===== config.mk =====
export PLATFORM = sky130hd
export DESIGN_NAME = adj_clock_divider_ctrl
export DESIGN_NICKNAME = d
export VERILOG_FILES = /design/src/rtl/adj_clock_divider_ctrl.sv
export SDC_FILE = /design/constraint.sdc
export NUM_CORES = 1
export LEC_CHECK = 0
export CORE_MARGIN = 5
export CORE_UTILIZATION = 40
export DETAILED_ROUTE_END_ITERATION = 16
export GPL_ROUTABILITY_DRIVEN = 0
export PLACE_DENSITY_LB_ADDON = 0.2
export SLEW_MARGIN = 5
export SYNTH_ARGS = -nofsm -noshare
export SYNTH_HDL_FRONTEND = slang
export SYNTH_SLANG_ARGS = --single-unit

===== constraint.sdc =====
create_clock -name ClkInput -period 6.8 [get_ports ClkInput]
set_input_delay 1.02 -clock ClkInput [delete_from_list [all_inputs] [get_ports ClkInput]]
set_output_delay 1.02 -clock ClkInput [all_outputs]
set_load 0.02 [all_outputs]

===== src/rtl/adj_clock_divider_ctrl.sv =====
// Adjustable clock divider controller with a factor handshake.
// ClkOutput toggles every ActiveFactor+1 ClkInput cycles while running.
// A new factor offered while running is held as pending and takes effect at the
// next toggle, so no half-period ever mixes two factors. Dropping Enable stops
// the output cleanly: a low phase stops at once, a high phase completes first.
// Optional feature: define ADJ_CLOCK_DIVIDER_CTRL_EDGE_CNT_EN to add EdgeCount.
// Ports:
//   ClkInput   - clock, rising edge
//   ResetN     - asynchronous active-low reset
//   Enable     - 1 = run divider, 0 = stop cleanly
//   CfgValid   - new factor offered
//   CfgFactor  - offered factor
//   CfgReady   - factor accepted this cycle (IDLE, RUN)
//   ClkOutput  - divided clock, registered
//   Tick       - one-cycle pulse in the cycle ClkOutput changes
//   Busy       - controller is not IDLE
//   EdgeCount  - (optional) 16-bit count of Ticks, wrapping
module adj_clock_divider_ctrl #(
  parameter int unsigned INPUT_BIT_WIDTH = 8,
  parameter int unsigned RESET_FACTOR    = 255
) (
  input  logic                       ClkInput,
  input  logic                       ResetN,
  input  logic                       Enable,
  input  logic                       CfgValid,
  input  logic [INPUT_BIT_WIDTH-1:0] CfgFactor,
  output logic                       CfgReady,
  output logic                       ClkOutput,
  output logic                       Tick,
  output logic                       Busy
`ifdef ADJ_CLOCK_DIVIDER_CTRL_EDGE_CNT_EN
  ,
  output logic [15:0]                EdgeCount
`endif
);

  localparam int unsigned W = INPUT_BIT_WIDTH;

  typedef enum logic [1:0] {
    IDLE  = 2'd0,
    RUN   = 2'd1,
    PEND  = 2'd2,
    DRAIN = 2'd3
  } state_e;

  state_e         state_q, state_d;
  logic [W-1:0]   cnt_q, cnt_d;
  logic [W-1:0]   active_q, active_d;
  logic [W-1:0]   pending_q, pending_d;
  logic           pend_q, pend_d;
  logic           clk_out_q, clk_out_d;
  logic           tick_q, tick_d;
  logic           busy_q, busy_d;
  logic           ready_q, ready_d;

  logic           xfer;
  logic           due;

  assign xfer = CfgValid && ready_q;
  // Counter never exceeds active_q, so a factor of 2^W-1 cannot overflow it.
  assign due  = (cnt_q >= active_q);

  // State and datapath registers
  always_ff @(posedge ClkInput or negedge ResetN) begin
    if (!ResetN) begin
      state_q   <= IDLE;
      cnt_q     <= '0;
      active_q  <= W'(RESET_FACTOR);
      pending_q <= '0;
      pend_q    <= 1'b0;
      clk_out_q <= 1'b0;
      tick_q    <= 1'b0;
      busy_q    <= 1'b0;
      ready_q   <= 1'b1;
    end else begin
      state_q   <= state_d;
      cnt_q     <= cnt_d;
      active_q  <= active_d;
      pending_q <= pending_d;
      pend_q    <= pend_d;
      clk_out_q <= clk_out_d;
      tick_q    <= tick_d;
      busy_q    <= busy_d;
      ready_q   <= ready_d;
    end
  end

  // Next-state and datapath logic
  always_comb begin
    state_d   = state_q;
    cnt_d     = cnt_q;
    active_d  = active_q;
    pending_d = pending_q;
    pend_d    = pend_q;
    clk_out_d = clk_out_q;
    tick_d    = 1'b0;

    unique case (state_q)
      IDLE: begin
        cnt_d     = '0;
        clk_out_d = 1'b0;
        // Factor is written before RUN starts, so a coincident Enable uses it.
        if (xfer) active_d = CfgFactor;
        if (Enable) state_d = RUN;
      end

      RUN, PEND: begin
        if (state_q == RUN && xfer) begin
          pending_d = CfgFactor;
          pend_d    = 1'b1;
          state_d   = PEND;
        end
        if (!Enable && !clk_out_q) begin
          // Low phase: stop immediately without a toggle.
          state_d = IDLE;
          cnt_d   = '0;
        end else if (due) begin
          cnt_d     = '0;
          clk_out_d = !clk_out_q;
          tick_d    = 1'b1;
          if (!Enable) begin
            state_d = IDLE;
          end else if (state_q == PEND) begin
            active_d = pending_q;
            pend_d   = 1'b0;
            state_d  = RUN;
          end
        end else begin
          cnt_d = cnt_q + W'(1);
          if (!Enable) state_d = DRAIN;
        end
      end

      DRAIN: begin
        // High phase runs to full length with the old factor, then 1->0.
        if (due) begin
          cnt_d     = '0;
          clk_out_d = 1'b0;
          tick_d    = 1'b1;
          state_d   = IDLE;
        end else begin
          cnt_d = cnt_q + W'(1);
        end
      end

      default: state_d = IDLE;
    endcase

    // A pending factor is never dropped: apply it on the way into IDLE.
    if (state_d == IDLE && pend_d) begin
      active_d = pending_d;
      pend_d   = 1'b0;
    end

    busy_d  = (state_d != IDLE);
    ready_d = (state_d == IDLE) || (state_d == RUN);
  end

  assign ClkOutput = clk_out_q;
  assign Tick      = tick_q;
  assign Busy      = busy_q;
  assign CfgReady  = ready_q;

`ifdef ADJ_CLOCK_DIVIDER_CTRL_EDGE_CNT_EN
  logic [15:0] edge_cnt_q;

  // Counts Ticks; advances on the same edge Tick rises, wraps naturally.
  always_ff @(posedge ClkInput or negedge ResetN) begin
    if (!ResetN) begin
      edge_cnt_q <= '0;
    end else if (tick_d) begin
      edge_cnt_q <= edge_cnt_q + 16'd1;
    end
  end

  assign EdgeCount = edge_cnt_q;
`endif

endmodule


# After elaboration in Yosys (flattened, before gate mapping)
# Index checks and enable logic that the tools add are counted.
dict set report word_totals {
  reg_bits 31
  in_bits 12
}
dict set report op_classes {
  eq_ne 12
  reduce_logical 14
  order_cmp 1
  mux 35
  n_addsub 1
}
# operator n
set op_table {}
lappend op_table {{$mux 8} 10}
lappend op_table {{$pmux 8 s3} 1}
lappend op_table {{$mux 2} 8}
lappend op_table {{$pmux 8 s2} 1}
lappend op_table {{$ne 3x3->1 const B} 5}
lappend op_table {{$mux 1} 12}
lappend op_table {{$add 8x1->8 const B} 1}
lappend op_table {{$ge 8x8->1} 1}
lappend op_table {{$ne 2x2->1 const B} 3}
lappend op_table {{$pmux 2 s3} 1}
lappend op_table {{$reduce_and 6->1} 1}
lappend op_table {{$eq 2x1->1 const B} 2}
lappend op_table {{$eq 2x2->1 const B} 2}
lappend op_table {{$logic_and 1x1->1} 4}
lappend op_table {{$logic_not 2->1} 2}
lappend op_table {{$pmux 1 s3} 1}
lappend op_table {{$reduce_and 3->1} 1}
lappend op_table {{$reduce_bool 3->1} 1}
lappend op_table {{$logic_not 1->1} 2}
lappend op_table {{$pmux 1 s2} 1}
lappend op_table {{$reduce_bool 2->1} 1}
lappend op_table {{$reduce_or 2->1} 1}
lappend op_table {{$logic_or 1x1->1} 1}

# Logic depth before layout (Yosys ltp)
# Gate-level depths: netlist of the first run.
dict set report logic_depth {
  ltp_word 12
  depth_mapped 10
  mapped_depth_nobuf 9
}

# Worst setup path after synthesis of the first run
# Ideal clock, no wire load.
dict set report synth_timing {
  path_kind {input-to-reg}
  start {input port Enable}
  end {register active_q[0]}
  setup_slack_ps 4121
  t_arrival_ps 2597
  n_path_buf 1
  setup_time_ps 82
  path_stages 8
  cell_sequence {buf_2 -> o21ai_1 -> nor2_1 -> a32oi_1 -> o31a_2 -> inv_2 -> nor4_4 -> mux2_2}
}
dict set report synth_via {
  elab_chain_cells 8
  word_cells_on_any_way 22
  cone_classes {eq/ne (5); mux (11); reduce/logical (6)}
}
# element line_no
set synth_lines {}
lappend synth_lines {{start: declaration} 24} ;# input logic Enable,
lappend synth_lines {{$mux 2, or another cell as far along} 130} ;# if (!Enable) state_d = DRAIN;
lappend synth_lines {{$mux 2 or $logic_and 1x1->1 (tied branches)} {117, 113}}
lappend synth_lines {{$mux 2} 113} ;# if (!Enable && !clk_out_q) begin
lappend synth_lines {{$pmux 2 s3 (*)} 98} ;# unique case (state_q)
lappend synth_lines {{named net state_d[1]} 46} ;# state_e state_q, state_d;
lappend synth_lines {{$logic_not 2->1 (*)} 150} ;# if (state_d == IDLE && pend_d) begin
lappend synth_lines {{$logic_and 1x1->1 (*)} 150}
lappend synth_lines {{$ne 3x3->1 (no line) or $reduce_bool 3->1 (tied branches)} -}
lappend synth_lines {{$reduce_and 6->1 (no line)} -}
lappend synth_lines {{end signal: assignment} 68} ;# active_q <= W'(RESET_FACTOR);
lappend synth_lines {{end signal: assignment} 78} ;# active_q <= active_d;
lappend synth_lines {{end: declaration} 48} ;# logic [W-1:0] active_q, active_d;
# The timed path passes the listed nets; every way through them passes the cells marked *.
# A chain may end at the register's enable or synchronous reset.

# Worst setup path in the final report of the first run
dict set report layout_timing {
  start {input port Enable}
  end {register active_q[7]}
}
# The elaborated chain is that of the path after synthesis.

==> flow_summary.yaml, run 1 <==
outcome:
  status: "completed"
setup_path:
  crit_type: "primary input to flip-flop"
  critPathArrivalTime_ns: 3.37
  crit_buf_inv: 2
  path_delay_family: "compound AO/OA/AOI/OAI gates"
  r2r-start: "state_q[0]"
  cp.required_ns: 7.00
  path_max_fanout: 10
  crit_path_end_kind: "flip-flop"
  max_stage_delay_ns: 0.57
  critPathSlowestCell: "clkdlybuf4s50_1"
  path_cells: "clkdlybuf4s50_1, o21ai_1, nor2_1, a32oi_1, o31a_2, inv_2, nor4_4, mux2_2"
  startpoint: "Enable"
  cp-start-kind: "primary input"
logic_synthesis:
  yosys_warnings: 0
  seq_area_frac_synth_pct: 42.0
  syn-num-nets: 206
  synth_area_um2: 1880
  syn_inst: 180
  synth.distinct_cells: 37
  synth_area_per_cell_um2: 10.4
  synth-seq-cells: 31
drt:
  vias: 1363
  ant_nets: 0
  routedWlPerCell_um: 14.6
  wirelength_um: 3690
  vias_per_cell: 5.39
  drt_iter0_markers: 60
  first_pass_iters: 4
  drc: 0
sta:
  final_max_slew_viol_count: 0
  setup_viol_count_final: 0
  timing.slew.headroom_pct: 58.6
  fmax_mhz: 316
  finalSetupTns_ns: 0
  skew_ns: 0.00622
  worstMarginPinSlew_ns: 0.621
  grt_setup_unrepaired: "false"
  finalHoldViolCount: 0
  min_period_ns: 3.17
  timing.final.crit_share_pct: 46.6
  hold_ws_ns: 0.524
die:
  core_area_um2: 4630
  dieArea_um2: 6160
  die_y_um: 78.5
  die_w_um: 78.5
  num_io_pins: 16
  start_util_pct: 40.5
  rows: 25
final_layout:
  syn_to_final_growth_pct: 17.1
  post-route-util_pct: 47.4
  drive_gt1_share_pct: 19.6
  n_antenna_cell: 0
  fillers: 451
  finalNonFillerCells: 253
  nNetsFinal: 224
clock_tree:
  cts_tree: "built"
  cts_root_buf: "clkbuf_8"
  ctsHtreeMaxLevel: 2
  ctsResizeCount: 0
  cts.sinks: 31
  post_cts_buffers: 0
  clock_path_buffers: 2
  cts_buffers: 5
  clock_latency_ns: 0.28
  clk_pin_slew_ns: 0.06
  postCtsHoldBufs: 0
job:
  drv_cap: 0
pwr:
  peakVddDrop_v: 0.000168
  power_density_nw_per_um2: 436
  p_leak_nw: 0.965
grt:
  grt_pass1_wl_um: 6380
  overflow: 0
  grt_max_degree: 32
  antenna_found_initial: 0
  grt.total_usage_pct: 13.1
  grt_pass1_vias: 1348
hold_path:
  min_path_type: "flip-flop to flip-flop"
  min_from: "pending_q[2]"
place:
  place_inst: 245
  io_buffers: 15
  dpl.hpwl_um: 2860
## path summary, 6_finish.rpt
path | to | slack (ns) | depth (start not counted)
min reg2reg | pending_q[2] | 0.52 | 1
min | pending_q[2] | 0.52 | 1
max in group asynchronous | active_q[7] | 5.34 | 2
min in group asynchronous | Busy | 1.13 | 2
max | active_q[7] | 3.63 | 8
max reg2reg | active_q[0] | 3.77 | 8
## final cells by class
class	count	area, um^2	share of cell area, %
timing repair buffer	16	158	7.18
multi-input combinational	130	1010	46.2
inverter	14	52.6	2.39
sequential	31	787	35.8
clock inverter	2	35.0	1.60
tap	54	67.6	3.08
clock buffer	6	82.6	3.76
## sequential cells by signal, summed over array words and instances, names as in the netlist
name / cells
active_q: 8
pend_q: 1
Busy: 1
Tick: 1
CfgReady: 1
pending_q: 8
ClkOutput: 1
cnt_q: 8
state_q: 2
## layout by cell type, fill, tap and decap left out, types with 2 or more instances in the layout
cell type and n:
nand3_1 7, inv_1 13, nand2b_1 2, nor3_1 2
clkbuf_8 6, a21oi_1 13, ha_1 14, nor2_1 12
o21a_1 2, dfstp_2 9, dfrtp_1 22, xor2_1 5
o21ai_0 7, and3_1 5, mux2_2 18, nand2_1 9
mux2i_1 15, clkdlybuf4s50_1 15, o211ai_1 2
## stage by stage
stage | power [mW] | setup slack, ns | cell area [um^2]
finish | 0.956 | 3.63 | 2200
global route | 1.04 | 3.44 | 2200
CTS | 0.965 | 3.65 | 2200
detailed placement | 0.777 | 3.33 | 2080
global placement | 0.756 | 3.42 | 2080
floorplan | 0.668 | 4.12 | 1880
## cells by family (layout without fill, tap and decap cells)
family / count (synthesis) / count (layout) / synth area share [%]
fa+ha+maj: 14 / 14 / 9.34
compound gates: 32 / 32 / 10.4
mux: 33 / 33 / 18.8
buf+inv: 19 / 38 / 4.00
flops: 31 / 31 / 42.0
xor+xnor: 6 / 6 / 2.80
simple gates: 45 / 45 / 12.7
## per-layer routing
layer | vias to the layer above | track usage (%) | wire (um)
met5 | - | 0 | 0
met4 | 0 | 5.59 | 63
met3 | 7 | 4.01 | 186
met2 | 28 | 20.5 | 1760
met1 | 654 | 16.6 | 1670
li1 | 674 | - | -
## power breakdown
group          internal [mW]  switching [mW]
clock network          0.118          0.0667
registers              0.270          0.0349
logic                  0.214           0.252
## synthesized netlist by cell type
| cell | number | area share, % |
|---|---|---|
| a211oi_1 | 1 | 0.40 |
| a21o_1 | 1 | 0.40 |
| a21oi_1 | 13 | 3.5 |
| a32oi_1 | 1 | 0.47 |
| and3_1 | 5 | 1.7 |
| and4_1 | 1 | 0.47 |
| buf_2 | 3 | 0.80 |
| clkbuf_1 | 2 | 0.40 |
| dfrtp_1 | 22 | 29 |
| dfstp_2 | 9 | 13 |
| ha_1 | 14 | 9.3 |
| inv_1 | 13 | 2.6 |
| inv_2 | 1 | 0.20 |
| mux2_2 | 18 | 11 |
| mux2i_1 | 15 | 8.0 |
| nand2_1 | 9 | 1.8 |
| nand2b_1 | 2 | 0.67 |
| nand3_1 | 7 | 1.9 |
| nand3b_1 | 1 | 0.40 |
| nand4_1 | 1 | 0.33 |
| nor2_1 | 12 | 2.4 |
| nor2b_1 | 1 | 0.33 |
| nor3_1 | 2 | 0.53 |
| nor3b_1 | 1 | 0.40 |
| nor4_1 | 1 | 0.33 |
| nor4_4 | 1 | 1.1 |
| o2111ai_1 | 1 | 0.47 |
| o211ai_1 | 2 | 0.80 |
| o21a_1 | 2 | 0.80 |
| o21ai_0 | 7 | 1.9 |
| o21ai_1 | 1 | 0.27 |
| o2bb2ai_1 | 1 | 0.47 |
| o31a_1 | 1 | 0.47 |
| o31a_2 | 1 | 0.53 |
| or3_1 | 1 | 0.33 |
| xnor2_1 | 1 | 0.47 |
| xor2_1 | 5 | 2.3 |
Note: power is estimated with default switching activity, not from simulation.
==> inputs of run 2 (changes only) <==
clock period = 3.2 ns   (was 6.8 ns; I/O delays follow)
==> run 2 against run 1 <==
Against the previous run: critical path depth is the same; power grew 100%; clock skew shrank 0.0024 ns; non-clock buffer count grew 3.
==> flow_summary.yaml, run 2 (same netlist as run 1, synthesis figures left out) <==
die:
  start_util_pct: 40.5
  core_area_um2: 4630
  rows: 25
  num_io_pins: 16
  dieArea_um2: 6160
  die_w_um: 78.5
  die_y_um: 78.5
grt:
  overflow: 0
  grt_pass1_wl_um: 6560
  grt_pass1_vias: 1413
  grt.total_usage_pct: 13.5
  antenna_found_initial: 0
  grt_max_degree: 32
setup_path:
  reg2reg_slack_ns: 0.39
  cp-start-kind: "flip-flop"
  path_cells: "inv_1, ha_1, a21oi_1, o21ai_0, o31a_2, inv_2, nor4_4, mux2_2"
  critPathSlowestCell: "nor4_4"
  path_max_fanout: 8
  reg2reg_depth: 8
  max_stage_delay_ns: 0.54
  crit_type: "flip-flop to flip-flop"
  critPathArrivalTime_ns: 3.02
  r2r-start: "active_q[5]"
  crit_path_end_kind: "flip-flop"
  r2r-end: "active_q[7]"
  cp.required_ns: 3.40
sta:
  skew_ns: 0.00380
  worstMarginPinSlew_ns: 0.617
  final_max_slew_viol_count: 0
  finalSetupTns_ns: 0
  timing.final.crit_share_pct: 87.9
  timing.slew.headroom_pct: 58.6
  min_period_ns: 2.81
  fmax_mhz: 356
  finalHoldViolCount: 0
  setup_viol_count_final: 0
  layout_setup_ws_ns: 0.388
  grt_setup_unrepaired: "false"
hold_path:
  min_from: "pending_q[7]"
  holdPathStages: 1
  min_path_type: "flip-flop to flip-flop"
  hold_path_end: "pending_q[7]"
place:
  io_buffers: 15
  dpl.hpwl_um: 2920
  post-place-ws_ns: 0.303
  post_dp_cell_area_um2: 2100
drt:
  first_pass_iters: 6
  drc: 0
  wirelength_um: 3730
  routedWlPerCell_um: 14.6
  vias: 1378
  drt_iter0_markers: 61
  ant_nets: 0
  vias_per_cell: 5.38
pwr:
  p_comb_share_pct: 51.9
  p_sw_share_pct: 38.6
  peakVddDrop_v: 0.000471
  p_total_mw: 1.95
  power.switching_uw: 753
  intPower_mw: 1.20
  power_density_nw_per_um2: 893
  pwr-share-clk_pct: 14.8
  power_frac_seq_pct: 33.3
  p_leak_nw: 0.966
final_layout:
  layout_common_cells: "dfrtp_1 (22), mux2_2 (18), mux2i_1 (15), clkdlybuf4s50_1 (15), ha_1 (14)"
  fillers: 444
  reg_top3: "active_q: 8 flops, cnt_q: 8 flops, pending_q: 8 flops"
  n_antenna_cell: 0
  nNetsFinal: 227
  drive_gt1_share_pct: 20.8
  syn_to_final_growth_pct: 16.5
  final_common_cell: "dfrtp_1"
  final_area_um2: 2180
clock_tree:
  clock_latency_ns: 0.28
  postCtsHoldBufs: 0
  cts.sinks: 31
  clk_pin_slew_ns: 0.07
  clock_path_buffers: 2
  cts_buffers: 5
  post_cts_buffers: 0
  ctsResizeCount: 0
  cts_root_buf: "clkbuf_8"
  cts_tree: "built"
  ctsHtreeMaxLevel: 2
outcome:
  status: "completed"
job:
  drv_cap: 0
==> run 2: per-layer routing <==
layer / up-vias / track usage, % / share of wire [%]
met1: 667 / 16.1 / 46
li1: 678 / - / -
met2: 27 / 23.3 / 49
met5: - / 0 / 0
met4: 0 / 4.72 / 1.4
met3: 6 / 3.90 / 3.7
==> run 2: worst max-delay path: cells and delay by family (launching register included) <==
family,cells,cell delay (ns)
simple gates,1,0.54
buf+inv,2,0.11
compound gates,3,0.87
mux,1,0.40
flops,1,0.51
fa+ha+maj,1,0.31
==> run 2: final cells by class <==
cell class	count	area [um^2]	area share, %
repair buffers	19	180	8.25
clock buffers	5	68.8	3.15
clock inverters	3	15.0	0.687
well taps	54	67.6	3.09
multi-input cells	130	1010	46.4
flip-flops and latches	31	787	36.0
inverters	14	52.6	2.41
==> run 2: power groups by stage <==
stage | Clock [mW] | Combinational [mW] | Sequential, mW
CTS | 0.304 | 1.02 | 0.650
global placement | 0 | 0.984 | 0.648
floorplan | 0 | 0.766 | 0.654
global route | 0.318 | 1.14 | 0.666
detailed placement | 0 | 1.02 | 0.656
finish | 0.289 | 1.01 | 0.650
==> run 2: how the worst max path moves through the flow <==
stage | startpoint | endpoint | slack, ns | depth (start not counted)
3_5_place_dp | Enable | active_q[0] | 0.30 | 8
5_1_grt | active_q[7] | active_q[0] | 0.17 | 8
6_report | active_q[5] | active_q[7] | 0.39 | 8
3_3_place_gp | Enable | active_q[6] | 0.41 | 8
4_1_cts | active_q[5] | active_q[0] | 0.37 | 8
2_1_floorplan | active_q[2] | active_q[0] | 0.77 | 8
==> run 2: stage by stage <==
stage / instances / hold WS (ns) / utilization, %
6_report: 256 / 0.525 / 47.2
4_1_cts: 256 / 0.527 / 47.2
3_5_place_dp: 248 / 0.512 / 45.4
3_3_place_gp: 248 / 0.501 / 45.4
2_1_floorplan: 180 / 0.184 / -
5_1_grt: 256 / 0.547 / 47.2
==> inputs of run 3 (changes only) <==
--- a/config.mk
+++ b/config.mk
@@ -8,7 +8,9 @@
 export CORE_MARGIN = 5
 export CORE_UTILIZATION = 40
+export CTS_CLUSTER_SIZE = 24
 export DETAILED_ROUTE_END_ITERATION = 16
 export GPL_ROUTABILITY_DRIVEN = 0
 export PLACE_DENSITY_LB_ADDON = 0.2
+export SETUP_SLACK_MARGIN = 0.15
 export SLEW_MARGIN = 5
 export SYNTH_ARGS = -nofsm -noshare
==> constraint.sdc (replaced) <==
create_clock -name ClkInput -period 3.2 [get_ports ClkInput]
set_input_delay 0.32 -clock ClkInput [delete_from_list [all_inputs] [get_ports ClkInput]]
set_output_delay 0.32 -clock ClkInput [all_outputs]
set_load 0.02 [all_outputs]
==> run 3 against run 2 <==
Against the previous run: flip-flop and latch count stayed put; combinational power about the same; sequential power about the same; cell count is the same; highest routed layer unchanged.
==> flow_summary.yaml, run 3 (same netlist as run 1, synthesis figures left out) <==
pwr:
  p_leak_nw: 0.969
  intPower_mw: 1.24
  power.switching_uw: 758
  p_comb_share_pct: 51.0
  p_sw_share_pct: 37.9
  peakVddDrop_v: 0.000461
  pwr-share-clk_pct: 16.6
  p_total_mw: 2.00
  power_frac_seq_pct: 32.4
  power_density_nw_per_um2: 910
clock_tree:
  ctsHtreeMaxLevel: 2
  cts_buffers: 5
  cts_tree: "built"
  cts.sinks: 31
  clock_path_buffers: 2
  cts_root_buf: "clkbuf_8"
  post_cts_buffers: 0
  ctsResizeCount: 0
  clk_pin_slew_ns: 0.06
  postCtsHoldBufs: 0
  clock_latency_ns: 0.28
sta:
  fmax_mhz: 364
  finalHoldViolCount: 0
  setup_viol_count_final: 0
  timing.final.crit_share_pct: 86.0
  timing.slew.headroom_pct: 59.1
  min_period_ns: 2.75
  worstMarginPinSlew_ns: 0.609
  final_max_slew_viol_count: 0
  layout_setup_ws_ns: 0.449
  finalSetupTns_ns: 0
  grt_setup_unrepaired: "false"
  skew_ns: 0.00261
final_layout:
  n_antenna_cell: 0
  final_area_um2: 2200
  final_common_cell: "dfrtp_1"
  layout_common_cells: "dfrtp_1 (22), mux2_2 (18), mux2i_1 (15), clkdlybuf4s50_1 (15), ha_1 (14)"
  syn_to_final_growth_pct: 17.3
  nNetsFinal: 227
  drive_gt1_share_pct: 20.3
  fillers: 438
  reg_top3: "active_q: 8 flops, cnt_q: 8 flops, pending_q: 8 flops"
grt:
  grt.total_usage_pct: 14.2
  grt_max_degree: 32
  antenna_found_initial: 0
  grt_pass1_wl_um: 6800
  grt_pass1_vias: 1455
  overflow: 0
setup_path:
  cp-start-kind: "flip-flop"
  crit_type: "flip-flop to flip-flop"
  r2r-end: "active_q[5]"
  crit_path_end_kind: "flip-flop"
  reg2reg_slack_ns: 0.45
  critPathArrivalTime_ns: 2.96
  r2r-start: "active_q[2]"
  reg2reg_depth: 8
  path_max_fanout: 8
  cp.required_ns: 3.41
drt:
  vias_per_cell: 5.49
  vias: 1405
  wirelength_um: 3900
  ant_nets: 0
  drt_iter0_markers: 111
  routedWlPerCell_um: 15.2
  drc: 0
  first_pass_iters: 4
place:
  post_dp_cell_area_um2: 2100
  io_buffers: 15
  post-place-ws_ns: 0.403
  dpl.hpwl_um: 3020
job:
  drv_cap: 0
hold_path:
  min_path_type: "primary input to asynchronous set/reset pin"
die:
  die_w_um: 78.5
  num_io_pins: 16
  start_util_pct: 40.5
  core_area_um2: 4630
  rows: 25
  die_y_um: 78.5
  dieArea_um2: 6160
outcome:
  status: "completed"
[run 3: worst max-delay path, stage by stage (launching register included)]
cell and delay (ns):
dfstp_2 0.52, inv_1 0.05, ha_1 0.28, and3_1 0.19, o21a_1 0.19, o21ai_0 0.25
a21oi_1 0.18, nor4_4 0.62, mux2_2 0.40
[run 3: how the worst max path moves through the flow]
stage,from,end,slack (ns),depth (start not counted)
4_1_cts,active_q[2],active_q[1],0.44,8
3_3_place_gp,Enable,active_q[2],0.45,7
5_1_grt,state_q[0],active_q[1],0.19,8
3_5_place_dp,Enable,active_q[2],0.40,7
6_report,active_q[2],active_q[5],0.45,8
2_1_floorplan,active_q[2],active_q[0],0.77,8
[run 3: stage by stage]
step                std cells  hold slack, ns  utilization [%]
floorplan                 180          0.0244                -
global placement          248           0.500             45.4
detailed placement        248           0.507             45.4
CTS                       256           0.446             47.5
global route              256           0.458             47.5
finish                    256           0.426             47.5
[run 3: power groups by stage]
stage / Clock [mW] / Sequential (mW) / Combinational [mW]
6_report: 0.333 / 0.649 / 1.02
3_5_place_dp: 0 / 0.658 / 1.03
5_1_grt: 0.364 / 0.667 / 1.15
3_3_place_gp: 0 / 0.649 / 0.989
4_1_cts: 0.343 / 0.651 / 1.03
2_1_floorplan: 0 / 0.654 / 0.766
[run 3: area by class of cell]
type | count | area, um^2 | share of cell area [%]
Clock buffer | 8 | 100 | 4.55
Inverter | 14 | 52.6 | 2.39
Multi-Input combinational cell | 130 | 1010 | 46.0
Sequential cell | 31 | 787 | 35.8
Tap cell | 54 | 67.6 | 3.07
Timing Repair Buffer | 19 | 180 | 8.19
[run 3: per-layer routing]
metal | track usage (%) | routed length (um) | vias up
li1 | - | - | 681
met1 | 17.6 | 1810 | 682
met2 | 22.9 | 1860 | 36
met3 | 4.59 | 165 | 6
met4 | 5.77 | 64 | 0
met5 | 0 | 0 | -
